**src/rtl/rv32_mem_arbiter_if.sv**
```systemverilog
// Signal bundle between the IF/LS requesters, the arbiter and the single memory port.
// slave is the arbiter's view; master is the surrounding core/memory view.
interface rv32_mem_arbiter_if #(
  parameter int ADDR_W = 32,
  parameter int DATA_W = 32
);
  localparam int STRB_W = DATA_W / 8;

  logic              if_req;
  logic [ADDR_W-1:0] if_addr;
  logic              if_gnt;
  logic              if_rvalid;
  logic [DATA_W-1:0] if_rdata;
  logic              if_err;

  logic              ls_req;
  logic              ls_we;
  logic [ADDR_W-1:0] ls_addr;
  logic [DATA_W-1:0] ls_wdata;
  logic [STRB_W-1:0] ls_strb;
  logic              ls_gnt;
  logic              ls_rvalid;
  logic [DATA_W-1:0] ls_rdata;
  logic              ls_err;

  logic              m_req;
  logic              m_we;
  logic [ADDR_W-1:0] m_addr;
  logic [DATA_W-1:0] m_wdata;
  logic [STRB_W-1:0] m_strb;
  logic              m_gnt;
  logic              m_rvalid;
  logic [DATA_W-1:0] m_rdata;

  logic              stray;

  modport slave (
    input  if_req, if_addr,
    input  ls_req, ls_we, ls_addr, ls_wdata, ls_strb,
    input  m_gnt, m_rvalid, m_rdata,
    output if_gnt, if_rvalid, if_rdata, if_err,
    output ls_gnt, ls_rvalid, ls_rdata, ls_err,
    output m_req, m_we, m_addr, m_wdata, m_strb,
    output stray
  );

  modport master (
    output if_req, if_addr,
    output ls_req, ls_we, ls_addr, ls_wdata, ls_strb,
    output m_gnt, m_rvalid, m_rdata,
    input  if_gnt, if_rvalid, if_rdata, if_err,
    input  ls_gnt, ls_rvalid, ls_rdata, ls_err,
    input  m_req, m_we, m_addr, m_wdata, m_strb,
    input  stray
  );
endinterface

```
**src/rtl/rv32_mem_arbiter.sv**
```systemverilog
// Round-robin IF/LS arbiter onto one memory port, one transaction outstanding, grant combinational on m_gnt.
// Response returns same cycle as m_rvalid; a watchdog errors out after TIMEOUT busy cycles; unselected requester waits.
module rv32_mem_arbiter #(
  parameter int ADDR_W  = 32,
  parameter int DATA_W  = 32,
  parameter int TIMEOUT = 255
) (
  input logic               clk,
  input logic               rst_n,
  rv32_mem_arbiter_if.slave bus
);
  localparam int STRB_W = DATA_W / 8;
  localparam int CNT_W  = $clog2(TIMEOUT + 1);
  // count starts at 0 in the first busy cycle, so the TIMEOUT-th busy cycle sees TIMEOUT-1
  localparam logic [CNT_W-1:0] WD_FIRE = CNT_W'(TIMEOUT - 1);

  localparam logic [0:0] S_IDLE = 1'b0;
  localparam logic [0:0] S_BUSY = 1'b1;
  localparam logic       OWN_IF = 1'b0;
  localparam logic       OWN_LS = 1'b1;

  logic [0:0]        state;
  logic              owner;
  logic              last;
  logic              stray_q;
  logic [CNT_W-1:0]  count;

  logic              idle;
  logic              busy;
  logic              sel;
  logic              req_any;
  logic              accept;
  logic              wd_fire;
  logic              done;
  logic [ADDR_W-1:0] sel_addr;
  logic [STRB_W-1:0] sel_strb;
  logic [DATA_W-1:0] resp_data;

  // Outputs are gated by rst_n so nothing is granted or returned while reset is held
  assign idle = rst_n && (state == S_IDLE);
  assign busy = rst_n && (state == S_BUSY);

  always_comb begin
    sel = OWN_IF;
    if (bus.if_req && bus.ls_req) begin
      sel = ~last;
    end else if (bus.ls_req) begin
      sel = OWN_LS;
    end
  end

  assign req_any  = idle && (bus.if_req || bus.ls_req);
  assign accept   = req_any && bus.m_gnt;
  assign sel_addr = (sel == OWN_LS) ? bus.ls_addr : bus.if_addr;
  assign sel_strb = (sel == OWN_LS) ? bus.ls_strb : '0;

  assign bus.m_req   = req_any;
  assign bus.m_we    = req_any && (sel == OWN_LS) && bus.ls_we;
  assign bus.m_addr  = req_any ? sel_addr : '0;
  assign bus.m_strb  = req_any ? sel_strb : '0;
  assign bus.m_wdata = (req_any && (sel == OWN_LS)) ? bus.ls_wdata : '0;

  assign bus.if_gnt = accept && (sel == OWN_IF);
  assign bus.ls_gnt = accept && (sel == OWN_LS);

  // A real response in the watchdog's final cycle wins over the error
  assign wd_fire   = busy && (count == WD_FIRE);
  assign done      = busy && (bus.m_rvalid || wd_fire);
  assign resp_data = bus.m_rvalid ? bus.m_rdata : '0;

  assign bus.if_rvalid = done && (owner == OWN_IF);
  assign bus.ls_rvalid = done && (owner == OWN_LS);
  assign bus.if_err    = done && (owner == OWN_IF) && !bus.m_rvalid;
  assign bus.ls_err    = done && (owner == OWN_LS) && !bus.m_rvalid;
  assign bus.if_rdata  = resp_data;
  assign bus.ls_rdata  = resp_data;
  assign bus.stray     = stray_q;

  always_ff @(posedge clk or negedge rst_n) begin
    if (!rst_n) begin
      state   <= S_IDLE;
      owner   <= OWN_IF;
      last    <= OWN_LS;
      count   <= '0;
      stray_q <= 1'b0;
    end else begin
      case (state)
        S_IDLE: begin
          if (bus.m_rvalid) begin
            stray_q <= 1'b1;
          end
          if (accept) begin
            state <= S_BUSY;
            owner <= sel;
            last  <= sel;
            count <= '0;
          end
        end
        default: begin
          if (done) begin
            state <= S_IDLE;
          end else begin
            count <= count + CNT_W'(1);
          end
        end
      endcase
    end
  end
endmodule

```
**src/flat_wrapper.sv**
```systemverilog
// flat-port wrapper written by rule: the top's interface ports become plain ports
module rv32_mem_arbiter_flat 
#(
  parameter int ADDR_W  = 32,
  parameter int DATA_W  = 32,
  parameter int TIMEOUT = 255
)
  (clk, rst_n, bus_if_req, bus_if_addr, bus_ls_req, bus_ls_we, bus_ls_addr, bus_ls_wdata, bus_ls_strb, bus_m_gnt, bus_m_rvalid, bus_m_rdata, bus_if_gnt, bus_if_rvalid, bus_if_rdata, bus_if_err, bus_ls_gnt, bus_ls_rvalid, bus_ls_rdata, bus_ls_err, bus_m_req, bus_m_we, bus_m_addr, bus_m_wdata, bus_m_strb, bus_stray);
  rv32_mem_arbiter_if #(.ADDR_W(ADDR_W), .DATA_W(DATA_W)) bus_i ();
  input logic clk;
  input logic rst_n;
  input wire logic [$bits(bus_i.if_req)-1:0] bus_if_req;
  input wire logic [$bits(bus_i.if_addr)-1:0] bus_if_addr;
  input wire logic [$bits(bus_i.ls_req)-1:0] bus_ls_req;
  input wire logic [$bits(bus_i.ls_we)-1:0] bus_ls_we;
  input wire logic [$bits(bus_i.ls_addr)-1:0] bus_ls_addr;
  input wire logic [$bits(bus_i.ls_wdata)-1:0] bus_ls_wdata;
  input wire logic [$bits(bus_i.ls_strb)-1:0] bus_ls_strb;
  input wire logic [$bits(bus_i.m_gnt)-1:0] bus_m_gnt;
  input wire logic [$bits(bus_i.m_rvalid)-1:0] bus_m_rvalid;
  input wire logic [$bits(bus_i.m_rdata)-1:0] bus_m_rdata;
  output wire logic [$bits(bus_i.if_gnt)-1:0] bus_if_gnt;
  output wire logic [$bits(bus_i.if_rvalid)-1:0] bus_if_rvalid;
  output wire logic [$bits(bus_i.if_rdata)-1:0] bus_if_rdata;
  output wire logic [$bits(bus_i.if_err)-1:0] bus_if_err;
  output wire logic [$bits(bus_i.ls_gnt)-1:0] bus_ls_gnt;
  output wire logic [$bits(bus_i.ls_rvalid)-1:0] bus_ls_rvalid;
  output wire logic [$bits(bus_i.ls_rdata)-1:0] bus_ls_rdata;
  output wire logic [$bits(bus_i.ls_err)-1:0] bus_ls_err;
  output wire logic [$bits(bus_i.m_req)-1:0] bus_m_req;
  output wire logic [$bits(bus_i.m_we)-1:0] bus_m_we;
  output wire logic [$bits(bus_i.m_addr)-1:0] bus_m_addr;
  output wire logic [$bits(bus_i.m_wdata)-1:0] bus_m_wdata;
  output wire logic [$bits(bus_i.m_strb)-1:0] bus_m_strb;
  output wire logic [$bits(bus_i.stray)-1:0] bus_stray;
  assign bus_i.if_req = bus_if_req;
  assign bus_i.if_addr = bus_if_addr;
  assign bus_i.ls_req = bus_ls_req;
  assign bus_i.ls_we = bus_ls_we;
  assign bus_i.ls_addr = bus_ls_addr;
  assign bus_i.ls_wdata = bus_ls_wdata;
  assign bus_i.ls_strb = bus_ls_strb;
  assign bus_i.m_gnt = bus_m_gnt;
  assign bus_i.m_rvalid = bus_m_rvalid;
  assign bus_i.m_rdata = bus_m_rdata;
  assign bus_if_gnt = bus_i.if_gnt;
  assign bus_if_rvalid = bus_i.if_rvalid;
  assign bus_if_rdata = bus_i.if_rdata;
  assign bus_if_err = bus_i.if_err;
  assign bus_ls_gnt = bus_i.ls_gnt;
  assign bus_ls_rvalid = bus_i.ls_rvalid;
  assign bus_ls_rdata = bus_i.ls_rdata;
  assign bus_ls_err = bus_i.ls_err;
  assign bus_m_req = bus_i.m_req;
  assign bus_m_we = bus_i.m_we;
  assign bus_m_addr = bus_i.m_addr;
  assign bus_m_wdata = bus_i.m_wdata;
  assign bus_m_strb = bus_i.m_strb;
  assign bus_stray = bus_i.stray;
  rv32_mem_arbiter #(.ADDR_W(ADDR_W), .DATA_W(DATA_W), .TIMEOUT(TIMEOUT)) u_core (.clk(clk), .rst_n(rst_n), .bus(bus_i));
endmodule
```
**config.mk**
```make
export PLATFORM = sky130hd
export DESIGN_NAME = rv32_mem_arbiter_flat
export DESIGN_NICKNAME = d
export VERILOG_FILES = /design/src/rtl/rv32_mem_arbiter_if.sv /design/src/rtl/rv32_mem_arbiter.sv /design/src/flat_wrapper.sv
export SDC_FILE = /design/constraint.sdc
export NUM_CORES = 1
export LEC_CHECK = 0
export CORE_AREA = 5 5 106 108
export DETAILED_ROUTE_END_ITERATION = 10
export DIE_AREA = 0 0 111 113
export GPL_ROUTABILITY_DRIVEN = 0
export GPL_TIMING_DRIVEN = 0
export PLACE_DENSITY_LB_ADDON = 0.05
export SLEW_MARGIN = 10
export SYNTH_ARGS = -nofsm -noshare
export SYNTH_HDL_FRONTEND = slang
export SYNTH_SLANG_ARGS = --single-unit
```
**constraint.sdc**
```tcl
create_clock -name clk -period 1.46 [get_ports clk]
set_input_delay 0.292 -clock clk [delete_from_list [all_inputs] [get_ports clk]]
set_output_delay 0.292 -clock clk [all_outputs]
set_load 0.01 [all_outputs]
```
==> results.sh, run 1 <==
export IMPL_status="finished, violations left"
export IMPL_violations="setup timing"
export IMPL_placed_area_mm2=0.005177
export IMPL_slowest_delay_ps=550
export IMPL_synth_async_reset_ratio_pct=100.0
export IMPL_critPathRequiredTime_ps=1170
export IMPL_hold_ws_ps=14.54
export IMPL_end_kind="output port"
export IMPL_die_h_um=113
export IMPL_arrival_ps=1550
export IMPL_synthCells=290
export IMPL_antenna_found_initial=0
export IMPL_ir_worst_vdd_mv=0.2998
export IMPL_power_density_mw_per_mm2=571.0
export IMPL_die_area_mm2=0.01254
export IMPL_cts_max_level=1
export IMPL_p_int_mw=2.060
export IMPL_pwr_share_comb_pct=71.4
export IMPL_worstSetupStartpointType="flop"
export IMPL_skew_ps=7.008
export IMPL_leakage_nw=2.793
export IMPL_synth_area_per_cell_um2=6.338
export IMPL_diodes=0
export IMPL_fill_cells=922
export IMPL_period_minus_slack_ps=1842
export IMPL_wl_per_cell_um=17.39
export IMPL_final_cell_mix="clkdlybuf4s50_1, buf_2, buf_4, buf_6, and3_4"
export IMPL_grt_pass1_wl_um=19040
export IMPL_hold_viol_final=0
export IMPL_relSlewSlack_pct=64.39
export IMPL_vias=3217
export IMPL_finalCritPeriodShare_pct=126.2
export IMPL_synth_seq_area_share_pct=16.41
export IMPL_yosysUniqueCellTypes=33
export IMPL_io_buffers=279
export IMPL_numCtsBuffers=3
export IMPL_vias_per_cell=4.341
export IMPL_wirelength_um=12880
export IMPL_clock_root_buffer="clkbuf_8"
export IMPL_drc=0
export IMPL_grt_max_degree=12
export IMPL_syn_to_final_growth_pct=217.4
export IMPL_insertion_delay_ps=250
export IMPL_synth_edff_count=0
export IMPL_fp_row_count=37
export IMPL_coreArea_mm2=0.01014
export IMPL_synth_fp_nets=431
export IMPL_place_ws_ps=-1682
export IMPL_num_io_pins=280
export IMPL_dpl_hpwl_um=10150
export IMPL_slew_violations=0
export IMPL_p_clk_share_pct=11.2
export IMPL_setup_violations=84
export IMPL_maxCapViolations=0
export IMPL_grt_remaining_overflow=0
export IMPL_yosysWarnings=0
export IMPL_fin_area_mm2=0.005833
export IMPL_die_w_um=111
export IMPL_drtIter0Drc=98
export IMPL_crit_type="flop to output port"
export IMPL_sw_frac_of_total_pct=38.16
export IMPL_rsz0062_at_grt="yes"
export IMPL_dp_cells=705
export IMPL_cp_cell_sequence="nand2_4, and2_4, clkbuf_16, nand2_4, a21oi_2, buf_4"
export IMPL_ant_nets=0
export IMPL_final_common_cell="clkdlybuf4s50_1"
export IMPL_switchingPower_mw=1.271
export IMPL_synth_area_mm2=0.001838
export IMPL_layout_setup_ws_ps=-382.3
export IMPL_grt_total_usage_pct=18.94
export IMPL_layout_drive_gt1_share_pct=58.68
export IMPL_start_util_pct=18.13
export IMPL_hp_class="input port to asynchronous set/reset pin"
export IMPL_cts_sinks=12
export IMPL_fin_nets=747
export IMPL_clk_path_buf_depth=2
export IMPL_final_cell_count_no_fill=741
export IMPL_max_freq_mhz=542.8
export IMPL_worst_slew_pin_slew_ps=532.4
export IMPL_path_clk_slew_ps=50
export IMPL_grt_pass1_vias=3317
export IMPL_ys_ff_latch=12
export IMPL_worst_path_max_fanout=8
export IMPL_critPathSlowestCell="dfstp_2"
export IMPL_synth_ff_type="dfrtp_1"
export IMPL_cts_tree="done"
export IMPL_p_seq_share_pct=17.4
export IMPL_crit_top_cell="nand2_4"
export IMPL_dr_pass1_iters=4
==> worst max-delay path, delay by kind of cell, from the launching register on <==
| kind | cells | cell delay, ps |
|---|---|---|
| and+or+nand+nor | 3 | 370 |
| AOI/OAI and AO/OA | 1 | 40 |
| buffers and inverters | 2 | 330 |
| DFF | 1 | 550 |
==> cells in the mapped netlist, drive strengths merged, types with 3 or more instances <==
master | instances | share of area, %
clkbuf | 19 | 4.1
nand3 | 10 | 2.7
nand2 | 72 | 15
nor2 | 6 | 1.2
and2 | 33 | 11
a31oi | 3 | 1.0
inv | 4 | 0.82
o211ai | 3 | 2.2
o21ai | 5 | 1.4
buf | 35 | 14
dfrtp | 11 | 15
and3 | 38 | 13
a21o | 3 | 1.2
a21oi | 35 | 9.5
==> sequential cells by signal (all words and copies together) (netlist names) <==
name,flops
u_core.owner,1
u_core.last,1
u_core.bus.stray,1
u_core.count,8
u_core.state,1
==> through the flow <==
| stage | utilization [%] | power (mW) | setup TNS [ps] |
|---|---|---|---|
| after floorplan | - | 1.448 | -444.2 |
| final | 57.53 | 3.331 | -26380 |
| after CTS | 54.71 | 3.117 | -28600 |
| after detailed placement | 51.07 | 2.463 | -185920 |
| after global routing | 57.53 | 3.555 | -31150 |
| after global placement | 51.07 | 2.425 | -182180 |
==> area by class of cell <==
type                            instances  area [um^2]  share of cell area [%]
Tap cell                              136        170.2                   2.917
Buffer                                 53        589.3                   10.10
Sequential cell                        12        302.8                   5.191
Clock buffer                            4        55.05                  0.9438
Inverter                                4        20.02                  0.3432
Multi-Input combinational cell        221         1883                   32.28
Timing Repair Buffer                  311         2813                   48.22
==> cells by family after synthesis <==
| logic type | Yosys count | share of synthesized area, % |
|---|---|---|
| adders and majority gates | 2 | 1.361 |
| buffers and inverters | 58 | 19.06 |
| and+or+nand+nor | 166 | 46.29 |
| AOI/OAI and AO/OA | 52 | 16.88 |
| DFF | 12 | 16.41 |
==> path summary, 6_finish.rpt <==
| kind | start | endpoint | slack (ps) | cells after the start |
|---|---|---|---|---|
| max in group asynchronous | rst_n | u_core.state$_DFF_PN0_ | 470 | 2 |
| min in group clk | bus_m_rvalid | u_core.bus.stray$_DFFE_PN0P_ | 400 | 2 |
| min reg2reg | u_core.bus.stray$_DFFE_PN0P_ | u_core.bus.stray$_DFFE_PN0P_ | 460 | 1 |
| min | rst_n | u_core.last$_DFFE_PN1P_ | 10 | 1 |
| max reg2reg | u_core.count[0]$_DFFE_PN0P_ | u_core.count[5]$_DFFE_PN0P_ | -110 | 8 |
| max | u_core.last$_DFFE_PN1P_ | bus_m_addr[23] | -380 | 6 |
==> power by group through the flow <==
stage / clock (mW) / combinational, mW / sequential, mW
2_1_floorplan: 0 / 0.890 / 0.558
3_3_place_gp: 0 / 1.84 / 0.583
3_5_place_dp: 0 / 1.87 / 0.592
4_1_cts: 0.387 / 2.15 / 0.577
5_1_grt: 0.397 / 2.56 / 0.596
6_report: 0.373 / 2.38 / 0.579
==> routing by layer <==
metal	global-route usage (%)	part of all wire [%]
met5	0	0
met4	4.269	2.1
met3	5.936	8.6
met2	37.06	54
met1	19.65	35
==> timing repair <==
action                                  4_1_cts  5_1_grt
cloned                                        9        2
endpoints found under the setup margin      151      111
hold buffers                                  1        0
hold endpoints to repair                     11        0
resized for setup                           650       94
pin swaps                                    71       20
setup buffers                                13        9
(Power assumes the default switching activity.)
==> run 2, diff against run 1 <==
Settings changed: ABC_CLOCK_PERIOD_IN_PS set to 1460.
==> results of run 2 <==
The final DEF is identical to that of run 1; final timing and power are the same.
==> run 3, diff against run 2 <==
Settings changed: SKIP_CTS_REPAIR_TIMING set to 1.
==> results.sh, run 3 (same netlist as run 1, synthesis figures left out) <==
export IMPL_status="finished, violations left"
export IMPL_violations="setup timing"
export IMPL_syn_to_final_growth_pct=228.7
export IMPL_start_util_pct=18.13
export IMPL_grt_pass1_vias=3054
export IMPL_clk_path_buf_depth=2
export IMPL_p_int_mw=2.093
export IMPL_num_io_pins=280
export IMPL_insertion_delay_ps=250
export IMPL_hold_viol_final=0
export IMPL_path_clk_slew_ps=60
export IMPL_fill_cells=881
export IMPL_critical_path_endpoint="bus_if_err"
export IMPL_rr_startpoint="u_core.count[0]$_DFFE_PN0P_"
export IMPL_placed_area_mm2=0.005177
export IMPL_ir_worst_vdd_mv=0.2768
export IMPL_slew_violations=0
export IMPL_io_buffers=279
export IMPL_final_cell_mix="clkdlybuf4s50_1, buf_4, buf_6, dlymetal6s2s_1, and3_4"
export IMPL_drtIter0Drc=143
export IMPL_cts_sinks=12
export IMPL_largest_register="u_core.count"
export IMPL_rrSetupSlack_ps=-130
export IMPL_power_density_mw_per_mm2=564.1
export IMPL_end_kind="output port"
export IMPL_switchingPower_mw=1.315
export IMPL_critPathSlowestCell="dfrtp_2"
export IMPL_die_h_um=113
export IMPL_largest_register_ffs=8
export IMPL_setup_tns_ps=-28820
export IMPL_period_minus_slack_ps=1950
export IMPL_final_common_cell="clkdlybuf4s50_1"
export IMPL_dr_pass1_iters=4
export IMPL_r2r_end="u_core.count[6]$_DFFE_PN0P_"
export IMPL_worst_path_max_fanout=4
export IMPL_wirelength_um=12940
export IMPL_worstRegToRegCells=7
export IMPL_die_area_mm2=0.01254
export IMPL_antenna_found_initial=0
export IMPL_arrival_ps=1660
export IMPL_wl_per_cell_um=17.59
export IMPL_vias=3235
export IMPL_grt_remaining_overflow=0
export IMPL_dpl_hpwl_um=10150
export IMPL_cp_cell_sequence="inv_2, ha_4, nand4_1, o21ai_1, nand2_2, nor3_4, buf_2"
export IMPL_coreArea_mm2=0.01014
export IMPL_rsz0062_at_grt="yes"
export IMPL_layout_drive_gt1_share_pct=54.33
export IMPL_setup_violations=84
export IMPL_ant_nets=0
export IMPL_skew_ps=6.616
export IMPL_die_w_um=111
export IMPL_cts_max_level=1
export IMPL_relSlewSlack_pct=64.53
export IMPL_leakage_nw=3.336
export IMPL_vias_per_cell=4.395
export IMPL_grt_pass1_wl_um=17260
export IMPL_fp_row_count=37
export IMPL_drc=0
export IMPL_sw_frac_of_total_pct=38.59
export IMPL_dp_cells=705
export IMPL_critPathRequiredTime_ps=1170
export IMPL_clock_root_buffer="clkbuf_8"
export IMPL_layout_setup_ws_ps=-490.4
export IMPL_final_cell_count_no_fill=736
export IMPL_slowest_delay_ps=410
export IMPL_power_mw=3.408
export IMPL_fin_nets=742
export IMPL_p_clk_share_pct=11.1
export IMPL_pwr_share_comb_pct=71.5
export IMPL_final_util_pct=59.58
export IMPL_finalCritPeriodShare_pct=133.6
export IMPL_p_seq_share_pct=17.5
export IMPL_diodes=0
export IMPL_grt_total_usage_pct=17.18
export IMPL_crit_type="flop to output port"
export IMPL_worst_slew_pin_slew_ps=530.2
export IMPL_worstSetupStartpointType="flop"
export IMPL_max_freq_mhz=512.7
export IMPL_startpoint="u_core.count[0]$_DFFE_PN0P_"
export IMPL_numCtsBuffers=3
export IMPL_grt_max_degree=16
export IMPL_cts_tree="done"
export IMPL_fin_area_mm2=0.006041
export IMPL_maxCapViolations=0
export IMPL_hp_class="input port to asynchronous set/reset pin"
run 3: cell count changes in the layout (fill, tap and decap cells not counted), sizes merged, moves of 5 or more:
cell           before  now
dlymetal6s2s        1   47
clkbuf             26   38
clkdlybuf4s15      21    0
buf               180  141
dlygate4sd2         5    0
run 3: per-stage QoR:
| step | worst slack, ps | hold WS (ps) |
|---|---|---|
| 2_1_floorplan | -54.53 | -3.591 |
| 4_1_cts | -1689 | 458.8 |
| 3_5_place_dp | -1682 | 448.1 |
| 6_report | -490.4 | 44.45 |
| 3_3_place_gp | -1656 | 440.3 |
| 5_1_grt | -585.9 | 39.71 |
run 3: final cells by class:
class / count / area [um^2] / share of cell area (%)
Inverter: 4 / 20.02 / 0.3314
Clock buffer: 4 / 55.05 / 0.9114
Timing Repair Buffer: 304 / 3078 / 50.95
Multi-Input combinational cell: 223 / 1917 / 31.73
Sequential cell: 12 / 304.0 / 5.033
Tap cell: 136 / 170.2 / 2.817
Buffer: 53 / 496.7 / 8.223
run 3: worst min-delay path by stage:
stage | endpoint
global route | u_core.last$_DFFE_PN1P_
global placement | u_core.bus.stray$_DFFE_PN0P_
CTS | u_core.count[7]$_DFFE_PN0P_
floorplan | u_core.bus.stray$_DFFE_PN0P_
detailed placement | u_core.bus.stray$_DFFE_PN0P_
finish | u_core.last$_DFFE_PN1P_
run 3: routing by layer:
metal | global-route usage (%) | vias to the layer above | share of wire (%)
met5 | 0 | - | 0
met4 | 3.530 | 0 | 1.7
met3 | 6.203 | 15 | 8.8
met2 | 33.54 | 180 | 54
met1 | 17.53 | 1459 | 35
li1 | - | 1581 | -
run 3: critical path: cells and delay by family (launching register included):
kind | cells | cell delay, ps
buffers and inverters | 2 | 220
flip-flops | 1 | 410
AO/OA/AOI/OAI | 1 | 220
AND/OR/NAND/NOR | 3 | 440
adder cells (fa/ha/maj) | 1 | 120
run 3: power by group through the flow:
stage	registers, mW	logic, mW	clock network, mW
5_1_grt	0.612	2.62	0.397
4_1_cts	0.587	1.88	0.387
3_5_place_dp	0.592	1.87	0
3_3_place_gp	0.583	1.84	0
2_1_floorplan	0.558	0.890	0
6_report	0.596	2.43	0.377
==> edit 1, RTL diff (settings of run 2) <==
`TIMEOUT` is set to 255 in 2 places; all go to 510.
--- a/src/rtl/rv32_mem_arbiter.sv
+++ b/src/rtl/rv32_mem_arbiter.sv
@@ -3,7 +3,7 @@
 module rv32_mem_arbiter #(
   parameter int ADDR_W  = 32,
   parameter int DATA_W  = 32,
-  parameter int TIMEOUT = 255
+  parameter int TIMEOUT = 510
 ) (
   input logic               clk,
   input logic               rst_n,
--- a/src/flat_wrapper.sv
+++ b/src/flat_wrapper.sv
@@ -3,7 +3,7 @@
 #(
   parameter int ADDR_W  = 32,
   parameter int DATA_W  = 32,
-  parameter int TIMEOUT = 255
+  parameter int TIMEOUT = 510
 )
   (clk, rst_n, bus_if_req, bus_if_addr, bus_ls_req, bus_ls_we, bus_ls_addr, bus_ls_wdata, bus_ls_strb, bus_m_gnt, bus_m_rvalid, bus_m_rdata, bus_if_gnt, bus_if_rvalid, bus_if_rdata, bus_if_err, bus_ls_gnt, bus_ls_rvalid, bus_ls_rdata, bus_ls_err, bus_m_req, bus_m_we, bus_m_addr, bus_m_wdata, bus_m_strb, bus_stray);
   rv32_mem_arbiter_if #(.ADDR_W(ADDR_W), .DATA_W(DATA_W)) bus_i ();
Behaviour: no difference found for any inputs over 10 cycles, from zero or initial values and one cycle with rst_n low; that may be too few to reach the edited logic, so the function may still have changed.
==> edit 1 against run 2 <==
- the flow still finishes with violations (setup timing)
- combinational power rose by 9.2%
- global-route usage rose by 1.1 points
- final area fell by 0.69%
- area after synthesis rose by 13%
- sequential share of layout area rose by 0.51 points
- power rose by 8.4%
- critical path type unchanged
- sequential cell count rose by 1
- core utilization fell by 0.39 points
- wire length rose by 8.2%
- worst setup slack got worse by 0.075 ns
==> edit 1: results (changes against run 2) <==
qor: outcome.status complete, but fails checks
qor: outcome.failed_checks setup timing
qor: pwr.ir_drop 0.729 mV [+140%]
qor: route.avgViaCountPerCell 4.44 [+2.2%]
qor: global_route.vias_in_the_first_global_route 3398 [+2.4%]
qor: route.drtIter0Drc 129 [+32%]
qor: timing.skew 0.00364 ns [-0.00336 ns]
qor: route.route.layer.met1.wl 4.85 mm [+6.7%]
qor: global_route.global_route.usage.met3 6.63% [+0.70 points]
qor: timing.setup_violations 85 [+1.2%]
qor: yosys.synth.top_cells.by_area dfrtp_1 14%, nand2_1 13%, buf_4 12%
qor: critical_path.regToRegEndpoint u_core.count[7]$_DFFE_PN0P_
qor: timing.finalHoldWorstSlack 0.0162 ns [+0.00168 ns]
qor: clock_tree.cts_setup_buffers 14 [+1]
qor: placement.hpwl 11.0 mm [+8.7%]
qor: global_route.grtUsageMet1 20.0% [+0.38 points]
qor: yosys.avgSynthCellArea 6.71 um2 [+5.8%]
qor: yosys.synth.cells.most_frequent 73 x nand2_1, 37 x and3_1, 33 x and2_1, 33 x buf_4, 32 x a21oi_1
qor: layout.num-fill-cells 941 [+2.1%]
qor: yosys.sequential_cell_area_fraction_in_the_yosys_report 15.8% [-0.64 points]
qor: critical_path.critPathArrivalTime 1.63 ns [+0.08 ns]
qor: yosys.ys_types 34 [+3.0%]
qor: global_route.global_route.usage.met2 40.9% [+3.8 points]
qor: layout.number_of_flip_flops_in_the_largest_register 9 [+1]
qor: timing.setup_ws -0.458 ns [-0.0755 ns]
qor: critical_path.r2r_setup_slack -0.09 ns [+0.02 ns]
qor: placement.buffer_ports.inserted 278 [-0.36%]
qor: layout.finish.net_count 758 [+1.5%]
qor: global_route.pin_count_of_the_biggest_net_entering_global_routing 13 [+1]
qor: yosys.syn_nets 450 [+4.4%]
qor: placement.dp_cells 723 [+2.6%]
[edit 1: kinds of logic (layout without fill, tap and decap cells)]
group	after synthesis	in the layout	share of synthesized area [%]
adder cells (fa/ha/maj)	2	2	1.21
other	0	1	0
AO/OA/AOI/OAI	51	51	18.5
buffers and inverters	62	369	18.3
AND/OR/NAND/NOR	181	181	46.3
flip-flops	13	13	15.8
[edit 1: where the power goes]
group / internal (mW) / switching (mW)
Combinational: 1.47 / 1.13
Clock: 0.193 / 0.138
Sequential: 0.487 / 0.196
Total: 2.15 / 1.46
[edit 1: area by class of cell]
type                            instances  area (um2)  area share (%)
Antenna cell                            1        2.50          0.0432
Tap cell                              136         170            2.94
Timing Repair Buffer                  305        2720            47.0
Inverter                                5        18.8           0.324
Sequential cell                        13         330            5.70
Clock buffer                            4        45.0           0.778
Multi-Input combinational cell        234        1910            32.9
Buffer                                 55         598            10.3
==> edit 2, RTL diff (flow settings as in run 2) <==
Made on the original files. Put a register stage on the output `bus.ls_err`. The value now appears one clock later.
--- a/src/rtl/rv32_mem_arbiter.sv
+++ b/src/rtl/rv32_mem_arbiter.sv
@@ -71,7 +71,9 @@
   assign bus.if_rvalid = done && (owner == OWN_IF);
   assign bus.ls_rvalid = done && (owner == OWN_LS);
   assign bus.if_err    = done && (owner == OWN_IF) && !bus.m_rvalid;
-  assign bus.ls_err    = done && (owner == OWN_LS) && !bus.m_rvalid;
+  always_ff @(posedge clk) begin
+    bus.ls_err <= done && (owner == OWN_LS) && !bus.m_rvalid;
+  end
   assign bus.if_rdata  = resp_data;
   assign bus.ls_rdata  = resp_data;
   assign bus.stray     = stray_q;
Behaviour: no difference found for any inputs over 10 cycles, from zero or initial values and one cycle with rst_n low; that may be too few to reach the edited logic, so the function may still have changed.
==> edit 2 against run 2 <==
- the flow still finishes with violations (setup timing)
- power up 2.4%
- cell count unchanged
- critical path depth down 1
- area after synthesis up 1.1%
- sequential cell count up 1
- final area up 0.92%
- die area unchanged
- worst setup slack worse by 0.014 ns
- wire length up 6.4%
- largest cell class unchanged
==> edit 2: results (changes against run 2) <==
qor: global_route.vias_in_the_first_global_route 3469 [+4.6%]
qor: layout.drive_above_1_share 60.8% [+2.1 points]
qor: pwr.p_leak 2.77 nW [-0.82%]
qor: timing.setup_violations 83 [-1.2%]
qor: pwr.internal_power 2.08 mW [+1.0%]
qor: placement.hpwl 10.7 mm [+5.4%]
qor: yosys.synth-compound-area-share 16.7% [-0.18 points]
qor: yosys.ys_async_sr_fraction 92.3% [-7.7 points]
qor: yosys.synth.top_cells.by_area dfrtp_1 15%, nand2_1 14%, buf_4 13%
qor: outcome.status complete, but fails checks
qor: placement.place_area 0.00519 mm2 [+0.24%]
qor: critical_path.worst-path-max-fanout 5 [-3]
qor: route.route.final.wire_length 13.7 mm [+6.4%]
qor: clock_tree.cts_setup_buffers 18 [+5]
qor: yosys.synthAdderAreaFrac 1.35% [-0.015 points]
qor: clock_tree.post_cts.resized_instances 667 [+2.6%]
qor: outcome.failed_checks setup timing
qor: timing.timing.slew.headroom 64.4% [about the same]
qor: route.avgViaCountPerCell 4.40 [+1.5%]
qor: global_route.grt_util_all_layers 20.5% [+1.5 points]
qor: timing.setup_ws -0.397 ns [-0.0144 ns]
qor: global_route.wire_length_of_the_first_global_routing_pass 20.5 mm [+7.6%]
qor: timing.skew 0.00334 ns [-0.00367 ns]
qor: yosys.sequential_cell_area_fraction_in_the_yosys_report 17.3% [+0.90 points]
qor: timing.final_tns_setup -26.95 ns [-0.571 ns]
-- edit 2: layer usage --
| layer | track usage [%] | wire length (um) | up-vias |
|---|---|---|---|
| li1 | - | - | 1578 |
| met1 | 21.5 | 4870 | 1532 |
| met2 | 41.9 | 7730 | 145 |
| met3 | 5.29 | 1040 | 9 |
| met4 | 1.89 | 68 | 0 |
| met5 | 0 | 0 | - |
-- edit 2: final timing paths --
path                                                    from                           end  slack (ns)
worst max register to register   u_core.count[0]$_DFFE_PN0P_   u_core.count[2]$_DFFE_PN0P_       -0.12
worst max-delay path                 u_core.last$_DFFE_PN1P_               bus_m_wdata[28]       -0.40
max in group asynchronous                              rst_n        u_core.state$_DFF_PN0_        0.47
min in group clk                                bus_m_rvalid  u_core.bus.stray$_DFFE_PN0P_        0.41
worst min register to register  u_core.bus.stray$_DFFE_PN0P_  u_core.bus.stray$_DFFE_PN0P_        0.46
worst min-delay path                                   rst_n       u_core.last$_DFFE_PN1P_        0.01
-- edit 2: layout make-up --
class	instances	area, um2
repair buffers	310	2830
well taps	136	170
flip-flops and latches	13	323
inverters	4	20.0
multi-input cells	222	1900
clock buffers	4	45.0
plain buffers	52	598
fillers	906	4250
-- edit 2: logic make-up (layout without fill, tap and decap cells) --
family,count (synthesis),in the layout
simple gates,166,168
buf+inv,58,370
compound gates,52,52
flops,13,13
fa+ha+maj,2,2
-- edit 2: worst reg2reg max path: stages, from the launching register on --
cell	delay (ns)
dfrtp_1	0.38
inv_2	0.06
ha_2	0.15
nand4_1	0.13
buf_4	0.19
o211ai_4	0.24
buf_6	0.14
nand2_4	0.06
a31oi_1	0.16
-- edit 2: through the flow --
stage,instances,setup WS [ns]
CTS,739,-0.358
finish,741,-0.397
detailed placement,706,-1.73
global route,741,-0.433
global placement,706,-1.68
floorplan,291,-0.0474
